<file path="src/rtl/ex_mem_reg.sv">
// EX->MEM pipeline register with madd/msub scratch feedback to EX.
// Optional EXMEM_PERF_EN adds a saturating 16-bit count of bubbles inserted while EX is stalled.
module ex_mem_reg #(
    parameter int unsigned DATA_W = 32,
    parameter int unsigned AW     = 5,
    parameter int unsigned CNT_W  = 5
) (
    input  logic                clk,
    input  logic                reset_n,
    input  logic [5:0]          stall,
    input  logic                flush,
    input  logic                ex_we,
    input  logic [AW-1:0]       ex_waddr,
    input  logic [DATA_W-1:0]   ex_wdata,
    input  logic                ex_whilo,
    input  logic [DATA_W-1:0]   ex_hi,
    input  logic [DATA_W-1:0]   ex_lo,
    input  logic [CNT_W-1:0]    ex_cnt,
    input  logic [2*DATA_W-1:0] ex_hilo_tempt,
    output logic                em_we,
    output logic [AW-1:0]       em_waddr,
    output logic [DATA_W-1:0]   em_wdata,
    output logic                em_whilo,
    output logic [DATA_W-1:0]   em_hi,
    output logic [DATA_W-1:0]   em_lo,
    output logic [CNT_W-1:0]    em_cnt,
    output logic [2*DATA_W-1:0] em_hilo_tempt,
    output logic [CNT_W-1:0]    fb_cnt,
    output logic [2*DATA_W-1:0] fb_hilo_tempt
`ifdef EXMEM_PERF_EN
    ,
    output logic [15:0]         bubble_cnt
`endif
);

    logic                we_q, we_d;
    logic [AW-1:0]       waddr_q, waddr_d;
    logic [DATA_W-1:0]   wdata_q, wdata_d;
    logic                whilo_q, whilo_d;
    logic [DATA_W-1:0]   hi_q, hi_d;
    logic [DATA_W-1:0]   lo_q, lo_d;
    logic [CNT_W-1:0]    cnt_q, cnt_d;
    logic [2*DATA_W-1:0] tempt_q, tempt_d;
    logic [CNT_W-1:0]    fb_cnt_q, fb_cnt_d;
    logic [2*DATA_W-1:0] fb_tempt_q, fb_tempt_d;

    logic ex_bubble;
    logic ex_advance;

    // Only the EX and MEM stall bits matter to this stage.
    logic unused_stall;
    assign unused_stall = ^{stall[5], stall[2:0]};

    // EX stalled with MEM running inserts a bubble; MEM stalled (legal or not) holds everything.
    assign ex_bubble  = !flush && stall[3] && !stall[4];
    assign ex_advance = !flush && !stall[3] && !stall[4];

    always_comb begin
        we_d       = we_q;
        waddr_d    = waddr_q;
        wdata_d    = wdata_q;
        whilo_d    = whilo_q;
        hi_d       = hi_q;
        lo_d       = lo_q;
        cnt_d      = cnt_q;
        tempt_d    = tempt_q;
        fb_cnt_d   = fb_cnt_q;
        fb_tempt_d = fb_tempt_q;
        if (flush) begin
            we_d       = 1'b0;
            waddr_d    = '0;
            wdata_d    = '0;
            whilo_d    = 1'b0;
            hi_d       = '0;
            lo_d       = '0;
            cnt_d      = '0;
            tempt_d    = '0;
            fb_cnt_d   = '0;
            fb_tempt_d = '0;
        end else if (ex_bubble) begin
            we_d       = 1'b0;
            waddr_d    = '0;
            wdata_d    = '0;
            whilo_d    = 1'b0;
            hi_d       = '0;
            lo_d       = '0;
            cnt_d      = '0;
            tempt_d    = '0;
            fb_cnt_d   = ex_cnt;
            fb_tempt_d = ex_hilo_tempt;
        end else if (ex_advance) begin
            we_d       = ex_we;
            waddr_d    = ex_waddr;
            wdata_d    = ex_wdata;
            whilo_d    = ex_whilo;
            hi_d       = ex_hi;
            lo_d       = ex_lo;
            cnt_d      = ex_cnt;
            tempt_d    = ex_hilo_tempt;
            fb_cnt_d   = '0;
            fb_tempt_d = '0;
        end
    end

    always_ff @(posedge clk) begin
        if (!reset_n) begin
            we_q       <= 1'b0;
            waddr_q    <= '0;
            wdata_q    <= '0;
            whilo_q    <= 1'b0;
            hi_q       <= '0;
            lo_q       <= '0;
            cnt_q      <= '0;
            tempt_q    <= '0;
            fb_cnt_q   <= '0;
            fb_tempt_q <= '0;
        end else begin
            we_q       <= we_d;
            waddr_q    <= waddr_d;
            wdata_q    <= wdata_d;
            whilo_q    <= whilo_d;
            hi_q       <= hi_d;
            lo_q       <= lo_d;
            cnt_q      <= cnt_d;
            tempt_q    <= tempt_d;
            fb_cnt_q   <= fb_cnt_d;
            fb_tempt_q <= fb_tempt_d;
        end
    end

    assign em_we         = we_q;
    assign em_waddr      = waddr_q;
    assign em_wdata      = wdata_q;
    assign em_whilo      = whilo_q;
    assign em_hi         = hi_q;
    assign em_lo         = lo_q;
    assign em_cnt        = cnt_q;
    assign em_hilo_tempt = tempt_q;
    assign fb_cnt        = fb_cnt_q;
    assign fb_hilo_tempt = fb_tempt_q;

`ifdef EXMEM_PERF_EN
    logic [15:0] bubble_q, bubble_d;

    // Flush does not clear the counter; only reset does.
    always_comb begin
        bubble_d = bubble_q;
        if (ex_bubble && bubble_q != 16'hFFFF) begin
            bubble_d = bubble_q + 16'd1;
        end
    end

    always_ff @(posedge clk) begin
        if (!reset_n) begin
            bubble_q <= '0;
        end else begin
            bubble_q <= bubble_d;
        end
    end

    assign bubble_cnt = bubble_q;
`endif

endmodule

</file>
<file path="config.mk">
export PLATFORM = sky130hd
export DESIGN_NAME = ex_mem_reg
export DESIGN_NICKNAME = d
export VERILOG_FILES = /design/src/rtl/ex_mem_reg.sv
export SDC_FILE = /design/constraint.sdc
export NUM_CORES = 1
export LEC_CHECK = 0
export CAP_MARGIN = 20
export CORE_UTILIZATION = 34
export DETAILED_ROUTE_END_ITERATION = 8
export PLACE_DENSITY = 0.74
export SETUP_SLACK_MARGIN = 0.2
export SLEW_MARGIN = 40
export SYNTH_ARGS = -nofsm -noshare
export SYNTH_HDL_FRONTEND = slang
export SYNTH_SLANG_ARGS = --single-unit
</file>
<file path="constraint.sdc">
create_clock -name clk -period 1.65 [get_ports clk]
set_input_delay 0.495 -clock clk [delete_from_list [all_inputs] [get_ports clk]]
set_output_delay 0.495 -clock clk [all_outputs]
set_load 0.01 [all_outputs]
</file>
==> results.py, run 1 <==
metrics = {
    "outcome": {
        "outcome": "complete, no violations",
    },
    "power": {
        "vdd.ir_drop.worst_mv": 0.676,
        "combPwrFrac_pct": 11.9,
        "p_sw_mw": 3.18,
        "p_per_area_mw_per_mm2": 851,
        "intPower_mw": 10.6,
        "switching_share_pct": 23.0,
        "leakage_nw": 6.17,
        "power_mw": 13.8,
        "clockPowerShare_pct": 44.4,
        "power_frac_seq_pct": 43.7,
    },
    "logic_synthesis": {
        "synth_nets": 1253,
        "ys_top_cells_by_area": "dfxtp_1, or3b_1, a21oi_1",
        "yosysUniqueCellTypes": 14,
        "yosysSeqAreaShare_pct": 50.1,
        "synth_edf_count": 0,
        "ys_ff_latch": 241,
        "synth_common_cells": "dfxtp_1, nand2_1, a21oi_1",
        "yosysTopAreaCellShare_pct": 50.1,
        "synth_largest_area_cell": "dfxtp_1",
        "postSynthCellCount": 1072,
        "avgSynthCellArea_um2": 8.99,
        "ys_warn_count": 0,
        "synth_area_mm2": 0.00963,
        "yosys_most_used_dff": "dfxtp_1",
        "synthArstFlopShare_pct": 0,
    },
    "grt": {
        "grt_pass1_wl_um": 44800,
        "grt_max_degree": 66,
        "grt_pass1_vias": 8299,
        "grt-ovfl-total": 0,
        "antenna_found_initial": 0,
        "gr-usage-all-layers_pct": 19.1,
    },
    "final_layout": {
        "antenna_cells": 0,
        "fin_cells": 1907,
        "stdcell_area_mm2": 0.0162,
        "nNetsFinal": 1690,
        "drive_gt1_share_pct": 44.7,
        "final.fill_count": 2347,
        "area.growth.synth_to_final_pct": 68.5,
    },
    "floorplanning": {
        "chipWidth_um": 170,
        "rows": 61,
        "io_pins": 422,
        "dieArea_mm2": 0.0290,
        "initial_core_util_pct": 34.6,
        "die_h_um": 170,
        "core_area_mm2": 0.0279,
    },
    "clock_network": {
        "worstSkewPairLatency_ps": 520,
        "clk_pin_slew_ps": 60,
        "ctsHoldBuffers": 0,
        "clockRootBuffer": "clkbuf_16",
        "htreeDepth": 1,
        "cts_tree": "yes",
        "cts_buffers": 27,
        "clkSinkCount": 241,
        "clk_path_buf_depth": 3,
    },
    "sta": {
        "worst_pin_slew_ps": 357,
        "fin_hold_ws_ps": 400,
        "finalSetupViolCount": 0,
        "final.setup_skew_ps": 0,
        "timing.final.crit_share_pct": 90.2,
        "max_freq_mhz": 672,
        "slew-limit-headroom_pct": 76.2,
        "hold_viol_final": 0,
        "setup_slack_ps": 161,
        "finalCriticalPeriod_ps": 1490,
        "rsz0062_at_grt": "true",
        "slew_violations": 0,
    },
    "hold_path": {
        "hp-class": "in2reg",
    },
    "critical_path": {
        "cp.required_ps": 1150,
        "crit_arrival_ps": 990,
        "path_cells": "buf_6",
        "cp_slowest_stage_delay_ps": 360,
        "end_kind": "output port",
        "cp_top_family": "flip-flops",
        "cp_max_fo": 2,
        "cp_slowest_cell": "dfxtp_4",
        "critPathBufInv": 1,
        "path_class": "reg2out",
        "crit_path_start_kind": "flip-flop",
    },
    "routing": {
        "wl_per_cell_um": 16.1,
        "avgViaCountPerCell": 4.80,
        "vias": 9162,
        "drtIter0Drc": 481,
        "finalWirelength_um": 30800,
        "drc": 0,
        "drtAntennaViolNets": 0,
        "drt_pre_antenna_iters": 4,
    },
    "place": {
        "dp_hpwl_um": 20900,
        "gp_congestion": 0.782,
        "place_area_mm2": 0.0145,
        "place_inst": 1823,
        "io_buffers": 417,
        "post-place-ws_ps": -28.3,
    },
    "flow_run": {
        "maxCapViolCount": 0,
    },
}
## kinds of logic after synthesis
| group | share of synthesized area, % |
|---|---|
| simple gates | 30.5 |
| flops | 50.1 |
| compound gates | 13.3 |
| buf+inv | 6.14 |
## area by class of cell
type | instances | area [µm²] | share of cell area [%]
multi-input combinational | 724 | 4220 | 26.0
sequential | 241 | 5130 | 31.6
clock inverter | 9 | 103 | 0.632
tap | 378 | 473 | 2.91
clock buffer | 40 | 815 | 5.02
timing repair buffer | 515 | 5490 | 33.8
## metal layers
| layer | global-route usage, % | wire (µm) | vias up |
|---|---|---|---|
| li1 | - | - | 4546 |
| met1 | 23.4 | 12400 | 4297 |
| met2 | 32.6 | 15200 | 280 |
| met3 | 5.60 | 2650 | 39 |
| met4 | 5.05 | 551 | 0 |
| met5 | 0 | 0 | - |
## final timing paths
path	to	start	slack, ps	depth (start not counted)
worst max-delay path	em_lo[30]	em_lo[30]	160	1
worst min-delay path	fb_hilo_tempt[5]	stall[3]	400	3
worst max register to register	em_lo[11]	em_lo[11]	820	3
worst min register to register	em_hi[4]	em_hi[4]	450	2
## placed cells by master (no fill, tap or decap), drive strengths merged
| cell type | n |
|---|---|
| buf | 341 |
| nand2 | 241 |
| dfxtp | 241 |
| a21oi | 241 |
| clkdlybuf4s50 | 174 |
| or3b | 172 |
| nand3b | 69 |
| clkbuf | 40 |
| clkinv | 6 |
| bufinv | 2 |
| nand2b | 1 |
| inv | 1 |
## state kept, by name, summed over array words and instances, names as in the netlist
name / flops
em_whilo: 1
em_cnt: 5
em_wdata: 32
em_waddr: 5
fb_cnt: 5
em_hilo_tempt: 64
em_we: 1
fb_hilo_tempt: 64
em_hi: 32
em_lo: 32
## power by group through the flow
stage	registers [mW]	clock network [mW]	logic (mW)
floorplan	6.18	0	0.623
global placement	6.12	0	1.58
detailed placement	6.12	0	1.59
CTS	6.01	6.29	1.53
global route	6.05	6.58	1.76
finish	6.04	6.13	1.65
## per-stage QoR
step / setup TNS (ps) / utilization, %
after floorplan: 0 / -
after global placement: 0 / 51.9
after detailed placement: -54.8 / 51.9
after CTS: 0 / 52.8
after global routing: 0 / 58.3
final: 0 / 58.3
## timing repair
| item | 4_1_cts | 5_1_grt |
|---|---|---|
| gates resized for setup | 1129 | 337 |
| endpoints found under the setup margin | 241 | 241 |
| setup buffers | 7 | 28 |
Note: power is estimated with default switching activity, not from simulation.
==> inputs of run 2 (changes only) <==
CORE_MARGIN = 1.5   (was not set)
HOLD_SLACK_MARGIN = 0.05   (was not set)
==> run 2 against run 1 <==
Compared with the run above: sequential share of layout area increased by 0.066 points; non-clock buffer count shrank 19; die area increased by 1.2%; clock-buffer cell count rose by 2; critical endpoint is now em_hi[4]; largest cell class unchanged; largest power group unchanged.
==> results.py, run 2 (synthesis gave the netlist of run 1 again) <==
metrics = {
    "floorplanning": {
        "die_h_um": 171,
        "rows": 61,
        "io_pins": 422,
        "dieArea_mm2": 0.0294,
        "core_area_mm2": 0.0279,
        "chipWidth_um": 171,
        "initial_core_util_pct": 34.6,
    },
    "sta": {
        "finalSetupViolCount": 0,
        "slew_violations": 0,
        "fin_hold_ws_ps": 301,
        "final.setup_skew_ps": 0,
        "timing.final.crit_share_pct": 91.3,
        "fin_tns_setup_ps": 0,
        "max_freq_mhz": 664,
        "rsz0062_at_grt": "true",
        "setup_slack_ps": 144,
        "worst_pin_slew_ps": 296,
        "slew-limit-headroom_pct": 80.3,
        "finalCriticalPeriod_ps": 1510,
        "hold_viol_final": 0,
    },
    "grt": {
        "antenna_found_initial": 0,
        "grt_pass1_wl_um": 44500,
        "gr-usage-all-layers_pct": 18.9,
        "grt_max_degree": 72,
        "grt-ovfl-total": 0,
        "grt_pass1_vias": 8351,
    },
    "power": {
        "p_sw_mw": 3.20,
        "clockPowerShare_pct": 45.0,
        "vdd.ir_drop.worst_mv": 0.645,
        "p_per_area_mw_per_mm2": 862,
        "power_mw": 14.0,
        "switching_share_pct": 22.9,
        "intPower_mw": 10.8,
        "leakage_nw": 6.12,
        "power_frac_seq_pct": 43.3,
        "combPwrFrac_pct": 11.8,
    },
    "clock_network": {
        "worstSkewPairLatency_ps": 530,
        "ctsHoldBuffers": 0,
        "clockRootBuffer": "clkbuf_16",
        "clk_path_buf_depth": 3,
        "cts_buffers": 28,
        "htreeDepth": 1,
        "clk_pin_slew_ps": 70,
        "clkSinkCount": 241,
        "cts_tree": "yes",
    },
    "critical_path": {
        "crit_start": "em_hi[4]",
        "ff2ff_setup_slack_ps": 850,
        "cp_slowest_stage_delay_ps": 360,
        "cp_max_fo": 2,
        "r2r_end": "em_hilo_tempt[12]",
        "path_class": "reg2out",
        "reg2regPathDepth": 4,
        "critPathBufInv": 1,
        "path_depth": 1,
        "r2r_start": "em_hilo_tempt[12]",
        "crit_path_start_kind": "flip-flop",
        "end_kind": "output port",
        "path_cells": "buf_6",
        "cp.required_ps": 1150,
        "endpoint": "em_hi[4]",
        "crit_arrival_ps": 1010,
        "cp_top_family": "flip-flops",
        "cp_slowest_cell": "dfxtp_4",
    },
    "final_layout": {
        "antenna_cells": 0,
        "nNetsFinal": 1672,
        "stdcell_area_mm2": 0.0162,
        "layout_common_cells": "buf_6, nand2_1, dfxtp_2",
        "fin_cells": 1891,
        "final_common_cell": "buf_6",
        "post-route-util_pct": 58.2,
        "drive_gt1_share_pct": 44.0,
        "area.growth.synth_to_final_pct": 68.2,
    },
    "routing": {
        "finalWirelength_um": 30200,
        "vias": 9082,
        "avgViaCountPerCell": 4.80,
        "drt_pre_antenna_iters": 5,
        "drc": 0,
        "wl_per_cell_um": 16.0,
        "drtAntennaViolNets": 0,
        "drtIter0Drc": 434,
    },
    "outcome": {
        "outcome": "complete, no violations",
    },
    "place": {
        "io_buffers": 417,
        "post-place-ws_ps": -50.8,
        "gp_congestion": 0.773,
        "place_area_mm2": 0.0144,
        "place_inst": 1812,
        "dp_hpwl_um": 20900,
    },
    "hold_path": {
        "hp-class": "in2reg",
    },
    "flow_run": {
        "maxCapViolCount": 0,
    },
}
run 2: changes by cell type in the layout (fill, tap and decap cells not counted):
cell	change
inv_8	+1
clkbuf_1	+2
clkinv_4	-1
clkinv_2	+2
inv_6	-1
buf_12	+6
clkbuf_8	-2
buf_4	-25
clkbuf_16	+2
run 2: worst min-delay path by stage:
stage                     cells past startpoint               from           endpoint
after floorplan                               2       em_wdata[22]       em_wdata[22]
after global placement                        2  fb_hilo_tempt[21]  fb_hilo_tempt[21]
after detailed placement                      2       em_wdata[22]       em_wdata[22]
after CTS                                     3           stall[4]  fb_hilo_tempt[13]
after global routing                          3           stall[4]  fb_hilo_tempt[13]
final                                         3           stall[4]  fb_hilo_tempt[13]
run 2: layout make-up:
| cell class | count | area, µm² |
|---|---|---|
| Sequential cell | 241 | 5130 |
| Timing Repair Buffer | 496 | 5430 |
| Clock buffer | 42 | 845 |
| Multi-Input combinational cell | 724 | 4220 |
| Clock inverter | 10 | 106 |
| Fill cell | 2320 | 11700 |
| Tap cell | 378 | 473 |
run 2: timing repair:
item / 4_1_cts / 5_1_grt
setup endpoints to repair: 241 / 241
gates resized for setup: 1129 / 343
buffers inserted: 8 / 19
run 2: power by group through the flow:
stage / registers [mW] / clock network, mW / logic [mW]
6_report: 6.04 / 6.28 / 1.64
5_1_grt: 6.05 / 6.68 / 1.77
4_1_cts: 6.01 / 6.46 / 1.54
3_5_place_dp: 6.12 / 0 / 1.60
3_3_place_gp: 6.12 / 0 / 1.59
2_1_floorplan: 6.18 / 0 / 0.623
run 2: layer usage:
metal / wire, µm / vias to the layer above / share of wire [%] / GRT usage, %
met3: 2710 / 54 / 9.0 / 5.34
met1: 11900 / 4205 / 39 / 22.7
met5: 0 / - / 0 / 0
met2: 14800 / 317 / 49 / 32.6
met4: 795 / 0 / 2.6 / 5.64
li1: - / 4506 / - / -
run 2: worst register-to-register path: stages, from the launching register on:
cell	delay, ps
dfxtp_2	320
buf_4	120
buf_4	120
nand2_1	70
a21oi_2	50
==> inputs of run 3 (changes only) <==
CORE_MARGIN = not set   (was 1.5)
clock period = 1.6 ns   (was 1.65 ns; I/O delays follow)
==> run 3 against run 2 <==
Compared with the run above: clock-buffer cell count decreased by 1; critical endpoint is now em_lo[28]; final cell count is 1.5% higher; combinational power grew 5%; utilization up 0.28 points; global-route usage is 0.84 points higher; setup slack lost 18 ps; non-clock buffer count increased by 33; critical path depth unchanged; largest cell class unchanged; clock skew did not move; sequential share of layout area down 0.17 points.
==> results.py, run 3 (synthesis gave the netlist of run 1 again) <==
metrics = {
    "critical_path": {
        "reg2regPathDepth": 4,
        "cp_max_fo": 2,
        "crit_path_start_kind": "flip-flop",
        "r2r_end": "em_hilo_tempt[58]",
        "critPathBufInv": 1,
        "crit_arrival_ps": 990,
        "cp.required_ps": 1120,
        "cp_top_family": "flip-flops",
        "cp_slowest_cell": "dfxtp_2",
        "end_kind": "output port",
        "cp_slowest_stage_delay_ps": 360,
        "path_cells": "buf_6",
        "ff2ff_setup_slack_ps": 810,
        "path_class": "reg2out",
        "r2r_start": "em_hilo_tempt[58]",
    },
    "floorplanning": {
        "io_pins": 422,
        "core_area_mm2": 0.0279,
        "rows": 61,
        "chipWidth_um": 170,
        "die_h_um": 170,
        "initial_core_util_pct": 34.6,
        "dieArea_mm2": 0.0290,
    },
    "place": {
        "gp_congestion": 0.829,
        "place_area_mm2": 0.0145,
        "post-place-ws_ps": -108,
        "place_inst": 1839,
        "io_buffers": 417,
        "dp_hpwl_um": 21600,
    },
    "routing": {
        "drc": 0,
        "drtAntennaViolNets": 0,
        "vias": 9246,
        "drt_pre_antenna_iters": 4,
        "avgViaCountPerCell": 4.82,
        "wl_per_cell_um": 16.2,
        "drtIter0Drc": 453,
        "finalWirelength_um": 31200,
    },
    "final_layout": {
        "drive_gt1_share_pct": 44.9,
        "multi_input_area_mm2": 0.00422,
        "stdcell_area_mm2": 0.0163,
        "layout_common_cells": "nand2_1, dfxtp_2, buf_6",
        "seqCellArea_mm2": 0.00513,
        "antenna_cells": 0,
        "final.fill_count": 2314,
        "nNetsFinal": 1704,
        "area.growth.synth_to_final_pct": 69.0,
        "fin_cells": 1920,
    },
    "clock_network": {
        "ctsHoldBuffers": 0,
        "htreeDepth": 1,
        "clkSinkCount": 241,
        "clk_path_buf_depth": 3,
        "clockRootBuffer": "clkbuf_16",
        "cts_buffers": 27,
        "cts_tree": "yes",
        "worstSkewPairLatency_ps": 520,
        "clk_pin_slew_ps": 60,
    },
    "power": {
        "leakage_nw": 6.20,
        "power_mw": 14.1,
        "p_per_area_mw_per_mm2": 869,
        "vdd.ir_drop.worst_mv": 0.589,
    },
    "sta": {
        "slew_violations": 0,
        "hold_viol_final": 0,
        "worst_pin_slew_ps": 566,
        "rsz0062_at_grt": "true",
        "finalSetupViolCount": 0,
        "slew-limit-headroom_pct": 62.3,
        "timing.final.crit_share_pct": 92.1,
        "setup_slack_ps": 126,
        "max_freq_mhz": 679,
        "final.setup_skew_ps": 0,
        "finalCriticalPeriod_ps": 1470,
        "fin_tns_setup_ps": 0,
    },
    "hold_path": {
        "holdPathStages": 3,
        "min_to": "em_hilo_tempt[3]",
        "hp-class": "in2reg",
        "worstHoldStart": "stall[4]",
    },
    "grt": {
        "gr-usage-all-layers_pct": 19.7,
        "grt_pass1_vias": 8708,
        "grt_pass1_wl_um": 46000,
        "grt-ovfl-total": 0,
        "antenna_found_initial": 0,
        "grt_max_degree": 71,
    },
    "flow_run": {
        "maxCapViolCount": 0,
    },
    "outcome": {
        "outcome": "complete, no violations",
    },
}
run 3: cell types whose count changed in the layout (fill, tap and decap cells not counted), sizes merged:
cell / previous run / this run
inv: 1 / 0
clkinv: 7 / 5
buf: 322 / 355
clkbuf: 42 / 41
run 3: per-layer routing:
layer  wire, µm  global-route usage [%]
met2      15000                    33.6
met4       1080                    7.56
met1      12600                    23.5
met5          0                       0
met3       2500                    5.51
run 3: worst max-delay path by stage:
stage	startpoint	to	slack (ps)	depth (start not counted)
finish	em_lo[28]	em_lo[28]	130	1
global route	em_lo[28]	em_lo[28]	90	1
CTS	em_hilo_tempt[59]	em_hilo_tempt[59]	90	1
detailed placement	reset_n	em_hilo_tempt[2]	-110	5
global placement	reset_n	em_hilo_tempt[15]	-60	5
floorplan	stall[3]	em_hilo_tempt[41]	190	5
run 3: final cells by class:
type,count,share of cell area [%]
well taps,378,2.91
clock inverters,7,0.546
repair buffers,529,34.2
clock buffers,41,4.90
flip-flops and latches,241,31.5
multi-input cells,724,25.9
run 3: per-stage QoR:
step / hold WS (ps) / util (%)
6_report: 331 / 58.4
5_1_grt: 328 / 58.4
4_1_cts: 318 / 53.0
3_5_place_dp: 442 / 52.2
3_3_place_gp: 437 / 52.2
2_1_floorplan: 476 / -
run 3: power by group:
| part | internal, mW | leakage (nW) | switching (mW) | total [mW] |
|---|---|---|---|---|
| Sequential | 6.15 | 2.07 | 0.0870 | 6.23 |
| Clock | 3.74 | 0.439 | 2.45 | 6.19 |
| Combinational | 1.02 | 3.70 | 0.708 | 1.72 |
| Total | 10.9 | 6.20 | 3.24 | 14.1 |
run 3: what timing repair did:
action	4_1_cts	5_1_grt
buffers inserted	4	29
endpoints found under the setup margin	241	241
gates resized for setup	1133	338
==> patch: new RTL, settings of run 1 <==
The option `EXMEM_PERF_EN` is turned on by a define.
--- a/src/rtl/ex_mem_reg.sv
+++ b/src/rtl/ex_mem_reg.sv
@@ -1,5 +1,7 @@
 // EX->MEM pipeline register with madd/msub scratch feedback to EX.
 // Optional EXMEM_PERF_EN adds a saturating 16-bit count of bubbles inserted while EX is stalled.
+`define EXMEM_PERF_EN
+
 module ex_mem_reg #(
     parameter int unsigned DATA_W = 32,
     parameter int unsigned AW     = 5,
Formal check against the unedited RTL (old outputs only; new: bubble_cnt): equivalent (Yosys induction, for registers that start in step).
==> patch against run 1 <==
  * The flow now finishes with violations (negative setup slack)
  * Fmax is 16% lower
  * Total power barely moved
  * Register-to-register slack got worse by 950 ps
  * Setup slack worse by 290 ps
  * Design area grew 8.3%
  * Die area grew 1.7%
  * Sequential power increased by 5.0%
  * Synthesized area is 1.7% higher
  * Wire length increased by 23%
  * Synthesized cell count rose by 9.2%
  * Sequential cell count increased by 16
==> patch: results (changes against run 1) <==
Grt met3 use: 0.0695 (+0.0134)
Antenna violations before repair: 1 (+1)
Hold Crit Class: register to register
Synthesis Warnings: 0 (unchanged)
Gpl congestion: 0.846 (+8.2%)
Max IR drop VDD: 756 µV (+12%)
Clock-pin slew on the worst setup and hold paths: 60 ps (about the same)
CTS max path bufs: 3 (unchanged)
Setup crit start: bubble_cnt[6]
GR Util met2: 0.422 (+0.0953)
HP Start: em_hi[16]
Total of max-cap violations: 0 (unchanged)
Wire length per cell: 18.2 µm (+13%)
Syn Nets: 1,353 (+8.0%)
Starting DRT DRC Count: 571 (+19%)
Largest net degree at the start of global routing: 136 (+110%)
CP max-delay cell: or4_4
Placement Setup Slack: -945 ps (-917 ps)
Post-synth ARST share: 0 (unchanged)
# diodes: 0 (unchanged)
Distinct cells, synth: 30 (+16)
PortBufs: 433 (+3.8%)
Final Worst Setup Slack: -127 ps (-288 ps)
Total GRT Usage: 0.233 (+0.0412)
Failing checks: negative setup slack
Vias in the first global route: 10,300 (+25%)
Slew @ Worst Pin: 576 ps (+219 ps)
Layout net count: 1,873 (+11%)
Most frequent cells after synthesis: dfxtp_1, a21oi_1, nand2_1, nand3b_1, clkbuf_1
Setup violators final: 16 (+16)
Clk_lat worst skew: 550 ps (+30 ps)
Max stage delay on crit path: 480 ps (+120 ps)
Via density: 5.09 (+6.0%)
Fillers: 2,262 (-3.6%)
Post-detail-place hpwl: 25,000 µm (+19%)
Area contributors post-synth: dfxtp_1, nand3b_1, a21oi_1
H-tree lvl count: 1 (unchanged)
Hold Path Cell Cnt: 2 (-1)
Final Skew: 7.45 ps (+7.45 ps)
First-pass GRT wire length: 54,400 µm (+21%)
Sequential area share after synthesis: 0.525 (+0.0241)
CTS Root Cell: clkbuf_16
First-pass DRT Iterations: 6 (+2)
Fraction of layout cells with a size suffix above 1: 0.442 (-0.00427)
Lkg Pwr: 6.59 nW (+6.9%)
Worst-path fanout max: 3 (+1)
Delay-heaviest family, CP: simple AND/OR/NAND/NOR gates
Outcome: finished with violations
Global Route met1 Usage: 0.245 (+0.0110)
Final TNS setup: -1170 ps (-1170 ps)
TritonCTS buffer count: 28 (+3.7%)
[patch: cell types whose count changed after synthesis, moves of 8 or more]
cell             run 1  this run
a21oi_1            221       254
or3b_2              35         0
buf_2               40         2
a21oi_2             20         0
buf_6               16         0
or4_1                0         8
buf_1                4        12
nand3_1              0        72
dfxtp_1            241       257
clkbuf_1            45        98
nand3b_1            69       172
or3b_1             137         1
[patch: final cells by class]
class                      count  share of cell area
tap                          378              0.0269
sequential                   257               0.312
inverter                       3            0.000641
multi-input combinational    798               0.251
clock buffer                  41              0.0461
clock inverter                 9             0.00256
timing repair buffer         603               0.361
[patch: metrics by stage]
| stage | instance area (µm²) | instances |
|---|---|---|
| 2_1_floorplan | 10000 | 1171 |
| 3_3_place_gp | 15200 | 1962 |
| 3_5_place_dp | 15200 | 1962 |
| 4_1_cts | 17100 | 2046 |
| 5_1_grt | 17600 | 2089 |
| 6_report | 17600 | 2089 |
[patch: final timing paths]
kind | to | slack (ps)
max | bubble_cnt[13] | -130
min | em_hi[16] | 450
max reg2reg | bubble_cnt[13] | -130
min reg2reg | em_hi[16] | 450
[patch: cell families (layout without fill, tap and decap cells)]
logic type,Yosys count,count (layout),synth area share
simple gates,524,524,0.285
flops,257,257,0.525
mux,1,1,0.00102
buf+inv,116,656,0.0451
fa+ha+maj,1,1,0.00128
compound gates,272,272,0.142
[patch: metal layers]
layer  routed length, µm  part of all wire  up-vias
li1                    -                 -     5066
met5                   9           0.00024        -
met4                1860             0.049        2
met1               13800              0.36     5012
met2               18800              0.49      443
met3                3530             0.093      111
[patch: worst register-to-register path, cell delays in order, from the launching register on]
cell and delay, ps:
dfxtp_4 360, nand4_1 160, or4_4 480, buf_6 150, or4_4 410, a21oi_2 140
[patch: timing repair]
action,CTS,global route
gates resized for setup,1603,35
pin swaps,8,5
endpoints found under the setup margin,272,273
setup buffers,34,42
gates cloned,0,0
hold buffers,0,0
[patch: power breakdown]
part	internal (mW)	switching, mW
registers	6.28	0.0587
logic	0.876	0.685
clock network	3.38	2.53
total	10.5	3.28
